--- config.mk ---
export PLATFORM = sky130hd
export DESIGN_NAME = io_controller
export DESIGN_NICKNAME = d
export VERILOG_FILES = /design/src/rtl/io_pkg.sv /design/src/rtl/button_debouncer.sv /design/src/rtl/io_controller.sv
export SDC_FILE = /design/constraint.sdc
export NUM_CORES = 1
export LEC_CHECK = 0
export BUFFER_PORTS_ARGS = -buffer_cell sky130_fd_sc_hd__buf_2
export CORE_ASPECT_RATIO = 1.75
export CORE_MARGIN = 5
export CORE_UTILIZATION = 46
export DETAILED_ROUTE_END_ITERATION = 12
export HOLD_SLACK_MARGIN = 0.1
export MAX_ROUTING_LAYER = met4
export PLACE_DENSITY = 0.84
export SYNTH_ARGS = -nofsm -noshare
export SYNTH_HDL_FRONTEND = slang
export SYNTH_SLANG_ARGS = --single-unit
--- constraint.sdc ---
create_clock -name clock -period 2.1 [get_ports clock]
set_input_delay 0.21 -clock clock [delete_from_list [all_inputs] [get_ports clock]]
set_output_delay 0.21 -clock clock [all_outputs]
set_load 0.05 [all_outputs]
--- src/rtl/io_pkg.sv ---
// rtl/io_pkg.sv - shared state encoding, debounce defaults and counter sizing for the IN/OUT controller
package io_pkg;

   typedef enum logic [1:0] {
      IO_IDLE         = 2'd0,
      IO_WAIT_PRESS   = 2'd1,
      IO_WAIT_RELEASE = 2'd2
   } io_state_t;

   localparam int DEBOUNCE_SIM   = 4;
   localparam int DEBOUNCE_BOARD = 500000;

   // Enough bits to hold the saturated count value itself.
   function automatic int cnt_width(input int debounce_cycles);
      return $clog2(debounce_cycles + 1);
   endfunction

endpackage

--- src/rtl/button_debouncer.sv ---
// rtl/button_debouncer.sv - button synchroniser with saturating stable-level counter
module button_debouncer
   import io_pkg::*;
#(
   parameter int DEBOUNCE_CYCLES = DEBOUNCE_SIM
) (
   input  logic clock,
   input  logic reset_n,
   input  logic button,
   input  logic clear,
   input  logic expect_level,
   output logic stable
);

   localparam int CW = cnt_width(DEBOUNCE_CYCLES);
   localparam logic [CW-1:0] CNT_MAX  = CW'(DEBOUNCE_CYCLES);
   localparam logic [CW-1:0] CNT_LAST = CW'(DEBOUNCE_CYCLES - 1);

   logic          btn_meta;
   logic          btn_s;
   logic [CW-1:0] cnt;

   // Two-flop synchroniser for the asynchronous push button.
   always_ff @(posedge clock or negedge reset_n) begin
      if (!reset_n) begin
         btn_meta <= 1'b0;
         btn_s    <= 1'b0;
      end else begin
         btn_meta <= button;
         btn_s    <= btn_meta;
      end
   end

   // Count consecutive samples at the expected level; any other sample or a state change restarts it.
   always_ff @(posedge clock or negedge reset_n) begin
      if (!reset_n) begin
         cnt <= '0;
      end else if (clear || (btn_s != expect_level)) begin
         cnt <= '0;
      end else if (cnt != CNT_MAX) begin
         cnt <= cnt + 1'b1;
      end
   end

   // The sample that completes the run is the current one, so stable fires one count early.
   always_comb begin
      stable = (btn_s == expect_level) && (cnt == CNT_LAST);
   end

endmodule

--- src/rtl/io_controller.sv ---
// rtl/io_controller.sv - sequences CPU IN/OUT against button, switches and display register
module io_controller
   import io_pkg::*;
#(
   parameter int DEBOUNCE_CYCLES = DEBOUNCE_SIM,
   parameter int SWITCH_WIDTH    = 18,
   parameter int OUT_WIDTH       = 32
) (
   input  logic                    clock,
   input  logic                    reset_n,
   input  logic                    in_request,
   input  logic                    out_request,
   input  logic [OUT_WIDTH-1:0]    out_data,
   input  logic                    button,
   input  logic [SWITCH_WIDTH-1:0] switches,
   output logic                    halt,
   output logic [SWITCH_WIDTH-1:0] in_data,
   output logic                    in_valid,
   output logic [OUT_WIDTH-1:0]    display_value,
   output logic                    display_valid
);

   io_state_t state;
   io_state_t state_next;
   logic      stable;
   logic      expect_level;
   logic      clear;
   logic      capture;
   logic      req_eff;

   button_debouncer #(
      .DEBOUNCE_CYCLES(DEBOUNCE_CYCLES)
   ) u_debouncer (
      .clock       (clock),
      .reset_n     (reset_n),
      .button      (button),
      .clear       (clear),
      .expect_level(expect_level),
      .stable      (stable)
   );

   // State register; reset lands in WAIT_RELEASE so a button held through reset is not a press.
   always_ff @(posedge clock or negedge reset_n) begin
      if (!reset_n) begin
         state <= IO_WAIT_RELEASE;
      end else begin
         state <= state_next;
      end
   end

   // Next state, capture strobe and CPU stall.
   always_comb begin
      state_next   = state;
      capture      = 1'b0;
      halt         = 1'b0;
      expect_level = 1'b0;
      // The request seen in the capture cycle has already been served.
      req_eff      = in_request && !in_valid;
      case (state)
         IO_IDLE: begin
            halt = in_request;
            if (in_request) begin
               state_next = IO_WAIT_PRESS;
            end
         end
         IO_WAIT_PRESS: begin
            halt         = 1'b1;
            expect_level = 1'b1;
            if (stable) begin
               capture    = 1'b1;
               state_next = IO_WAIT_RELEASE;
            end
         end
         IO_WAIT_RELEASE: begin
            halt = req_eff;
            if (stable) begin
               state_next = req_eff ? IO_WAIT_PRESS : IO_IDLE;
            end
         end
         default: begin
            state_next = IO_WAIT_RELEASE;
         end
      endcase
      // A reset also resets the CPU, so the stall must drop at once.
      if (!reset_n) begin
         halt = 1'b0;
      end
      clear = (state_next != state);
   end

   // Capture the switches on an accepted press; in_valid is a single-cycle pulse.
   always_ff @(posedge clock or negedge reset_n) begin
      if (!reset_n) begin
         in_data  <= '0;
         in_valid <= 1'b0;
      end else begin
         in_valid <= capture;
         if (capture) begin
            in_data <= switches;
         end
      end
   end

   // Display register, independent of the IN sequencing and never stalling.
   always_ff @(posedge clock or negedge reset_n) begin
      if (!reset_n) begin
         display_value <= '0;
         display_valid <= 1'b0;
      end else if (out_request) begin
         display_value <= out_data;
         display_valid <= 1'b1;
      end
   end

endmodule

==> run_summary.xml <==
<?xml version="1.0" encoding="UTF-8"?>
<metrics>
  <group name="run_status">
    <metric name="outcome" unit="">finished clean</metric>
  </group>
  <group name="routing">
    <metric name="detail-route-antenna-nets" unit="">0</metric>
    <metric name="wl_per_cell" unit="um">16.9</metric>
    <metric name="first_iter_violations" unit="">52</metric>
    <metric name="routed_via_density" unit="">5.00</metric>
    <metric name="vias" unit="">1735</metric>
    <metric name="drc_errors" unit="">0</metric>
    <metric name="routed_wirelength" unit="mm">5.86</metric>
    <metric name="drt-pass1-iter-count" unit="">4</metric>
  </group>
  <group name="timing">
    <metric name="clock.fmax" unit="GHz">0.580</metric>
    <metric name="finalClockSkew" unit="ps">3.90</metric>
    <metric name="rsz0062_at_grt" unit="">no</metric>
    <metric name="tns" unit="ps">0</metric>
    <metric name="worst_pin_slew" unit="ps">737</metric>
    <metric name="report.final.hold_viol_count" unit="">0</metric>
    <metric name="worst_hold_slack" unit="ps">107</metric>
    <metric name="layout_setup_ws" unit="ps">376</metric>
    <metric name="min_period" unit="ps">1720</metric>
    <metric name="relSlewSlack" unit="%">50.8</metric>
    <metric name="setup_violations" unit="">0</metric>
    <metric name="report.final.slew_viol_count" unit="">0</metric>
    <metric name="final.period_utilization" unit="%">82.1</metric>
  </group>
  <group name="synthesis">
    <metric name="postSynthNetCount" unit="">203</metric>
    <metric name="syn-mean-instance-area" unit="um2">16.2</metric>
    <metric name="synth.most_common_cell" unit="">dfrtp_1</metric>
    <metric name="area_share_of_the_largest_cell_type_after_synthesis" unit="%">61.8</metric>
    <metric name="netlist-cell-type-count" unit="">29</metric>
    <metric name="synth-seq-cells" unit="">59</metric>
    <metric name="number_of_enable_flip_flop_cells_after_synthesis" unit="">0</metric>
    <metric name="post-synth-top-area-cell" unit="">dfrtp_1</metric>
    <metric name="synth_top_cells_by_count" unit="">58 x dfrtp_1, 41 x mux2_1, 9 x mux2_4</metric>
    <metric name="ys_top_cells_by_area" unit="">dfrtp_1 62%, mux2_1 20%, mux2_4 5.8%</metric>
    <metric name="synth_area" unit="um2">2350</metric>
    <metric name="ys_dominant_reg_cell" unit="">dfrtp_1</metric>
    <metric name="synth_async_sr_flop_share" unit="%">100</metric>
    <metric name="postSynthCellCount" unit="">145</metric>
    <metric name="synth_seq_area_share" unit="%">63.0</metric>
    <metric name="synth_warnings" unit="">0</metric>
  </group>
  <group name="clocking">
    <metric name="cts_hold_buf" unit="">28</metric>
    <metric name="tritoncts" unit="">built</metric>
    <metric name="numCtsBuffers" unit="">9</metric>
    <metric name="post_cts_buffers" unit="">0</metric>
    <metric name="cts-resized-gates" unit="">0</metric>
    <metric name="ctsHtreeMaxLevel" unit="">3</metric>
    <metric name="cts.clk_slew.worst_paths" unit="ps">70</metric>
    <metric name="tritoncts_num_sinks" unit="">59</metric>
    <metric name="cts-root-to-sink-buffers" unit="">2</metric>
    <metric name="clockRootBuffer" unit="">clkbuf_8</metric>
    <metric name="worst_skew_pair.late_latency" unit="ps">320</metric>
  </group>
  <group name="place">
    <metric name="numPortBuffers" unit="">107</metric>
    <metric name="placedInstanceArea" unit="um2">2930</metric>
    <metric name="place.detailed.hpwl" unit="mm">3.92</metric>
    <metric name="place_ws" unit="ps">394</metric>
    <metric name="gp_congestion" unit="">0.729</metric>
  </group>
  <group name="floorplan">
    <metric name="fp.dieW" unit="um">64</metric>
    <metric name="initial_core_util" unit="%">47.2</metric>
    <metric name="die-height" unit="um">104</metric>
    <metric name="ports" unit="">108</metric>
    <metric name="area_of_the_placeable_core" unit="um2">4980</metric>
    <metric name="std_cell_rows" unit="">34</metric>
    <metric name="fp.dieArea" unit="um2">6690</metric>
  </group>
  <group name="critical_path">
    <metric name="critical_path.max_fanout" unit="">7</metric>
    <metric name="worstPathArrival" unit="ps">1960</metric>
    <metric name="worstPathBufferInverterCount" unit="">0</metric>
    <metric name="timing_worst_setup_path_type" unit="">reg2reg</metric>
    <metric name="worst-endpoint-required" unit="ps">2330</metric>
    <metric name="path_cells" unit="">ha_1 &gt; ha_1 &gt; or4bb_1 &gt; a32oi_1</metric>
    <metric name="slowest_stage" unit="">or4bb_1</metric>
    <metric name="worst_path_largest_cell_delay" unit="ps">550</metric>
    <metric name="cp-start-kind" unit="">flop</metric>
    <metric name="cp-end-kind" unit="">flop</metric>
    <metric name="critPathMostFrequentCell" unit="">ha_1</metric>
    <metric name="critical_path.top_delay_family" unit="">simple AND/OR/NAND/NOR gates</metric>
  </group>
  <group name="global_routing">
    <metric name="grt_overflow_total" unit="">0</metric>
    <metric name="largest_net_degree_at_the_start_of_global_routing" unit="">60</metric>
    <metric name="grt_first_pass_wirelength" unit="mm">9.54</metric>
    <metric name="initial_antenna_violation_count" unit="">0</metric>
    <metric name="grt_use_total" unit="%">19.1</metric>
    <metric name="grt_pass1_vias" unit="">2012</metric>
  </group>
  <group name="cells_and_area">
    <metric name="layout.core_utilization" unit="%">69.4</metric>
    <metric name="area_delta_synth_final" unit="%">47.2</metric>
    <metric name="insertedDiodeCount" unit="">0</metric>
    <metric name="layout-drive-gt1-share" unit="%">47.1</metric>
    <metric name="fin_nets" unit="">346</metric>
    <metric name="stdcell_area" unit="um2">3460</metric>
  </group>
  <group name="power">
    <metric name="power_density" unit="nW/um2">1010</metric>
    <metric name="p_leak" unit="nW">1.73</metric>
    <metric name="max-vdd-ir-drop" unit="uV">956</metric>
  </group>
  <group name="flow_run">
    <metric name="timing.max_cap.violations" unit="">0</metric>
  </group>
  <group name="worst_hold_path">
    <metric name="timing.hold.worst.class" unit="">in2reg</metric>
  </group>
</metrics>
-- metrics by stage --
stage | power [mW] | cells
after floorplan | 2.06 | 145
after global placement | 2.28 | 301
after detailed placement | 2.32 | 301
after CTS | 3.52 | 345
after global routing | 3.65 | 347
final | 3.48 | 347
-- cell type report --
cell class / instances / area [um2]
flip-flops and latches: 59 / 1480
clock buffers: 11 / 151
fillers: 347 / 1520
multi-input cells: 75 / 806
well taps: 54 / 67.6
inverters: 4 / 15.0
clock inverters: 5 / 75.1
repair buffers: 139 / 863
-- worst register-to-register path: cells and delay by family, from the launching register on --
kind            cells  cell delay, ps
compound gates      1             220
fa+ha+maj           2             460
flops               1             410
simple gates        1             550
-- routing by layer --
| metal | part of all wire [%] | track usage [%] | wire (um) | vias up |
|---|---|---|---|---|
| met2 | 57 | 33.5 | 3350 | 61 |
| met5 | 0 | - | 0 | - |
| met3 | 4.3 | 3.68 | 254 | 22 |
| li1 | - | - | - | 805 |
| met1 | 34 | 18.7 | 1980 | 847 |
| met4 | 4.7 | 11.7 | 276 | 0 |
-- worst paths after layout --
check                                           from                  to  slack [ps]  cells past startpoint
worst min register to register  u_debouncer.btn_meta   u_debouncer.btn_s         350                      0
worst min-delay path                    out_data[10]   display_value[10]         110                      2
worst max register to register    u_debouncer.cnt[0]  u_debouncer.cnt[2]         380                      4
worst max-delay path              u_debouncer.cnt[0]  u_debouncer.cnt[2]         380                      4
min in group asynchronous                    reset_n         in_data[12]         610                      3
max in group asynchronous                    reset_n    display_value[1]        1010                      3
-- cell families (layout without fill, tap and decap cells) --
kind of cell,count (synthesis),after routing,share of synthesized area (%)
flops,59,59,63.0
mux,50,50,25.4
fa+ha+maj,3,3,1.60
buf+inv,11,159,2.72
compound gates,11,11,3.94
simple gates,11,11,3.36
-- power breakdown --
part | internal [mW] | switching (mW) | leakage, nW
logic | 0.319 | 0.621 | 0.919
clock network | 0.726 | 0.417 | 0.119
registers | 1.29 | 0.109 | 0.694
-- placed cells by master (no fill, tap or decap), types with 2 or more instances in the layout --
cell type / count
buf_2: 107
dfrtp_1: 58
mux2_1: 41
dlygate4sd3_1: 30
clkbuf_8: 11
mux2_4: 9
inv_1: 3
a32oi_1: 3
ha_1: 3
clkinv_2: 3
a21o_1: 2
nand3_1: 2
bufinv_16: 2
-- state kept, by name, summed over array words and instances (netlist names) --
signal,flops
in_valid,1
u_debouncer.btn_meta,1
display_value,32
display_valid,1
u_debouncer.btn_s,1
in_data,18
u_debouncer.cnt,3
state,2
Power figures use the tool's default switching activity.
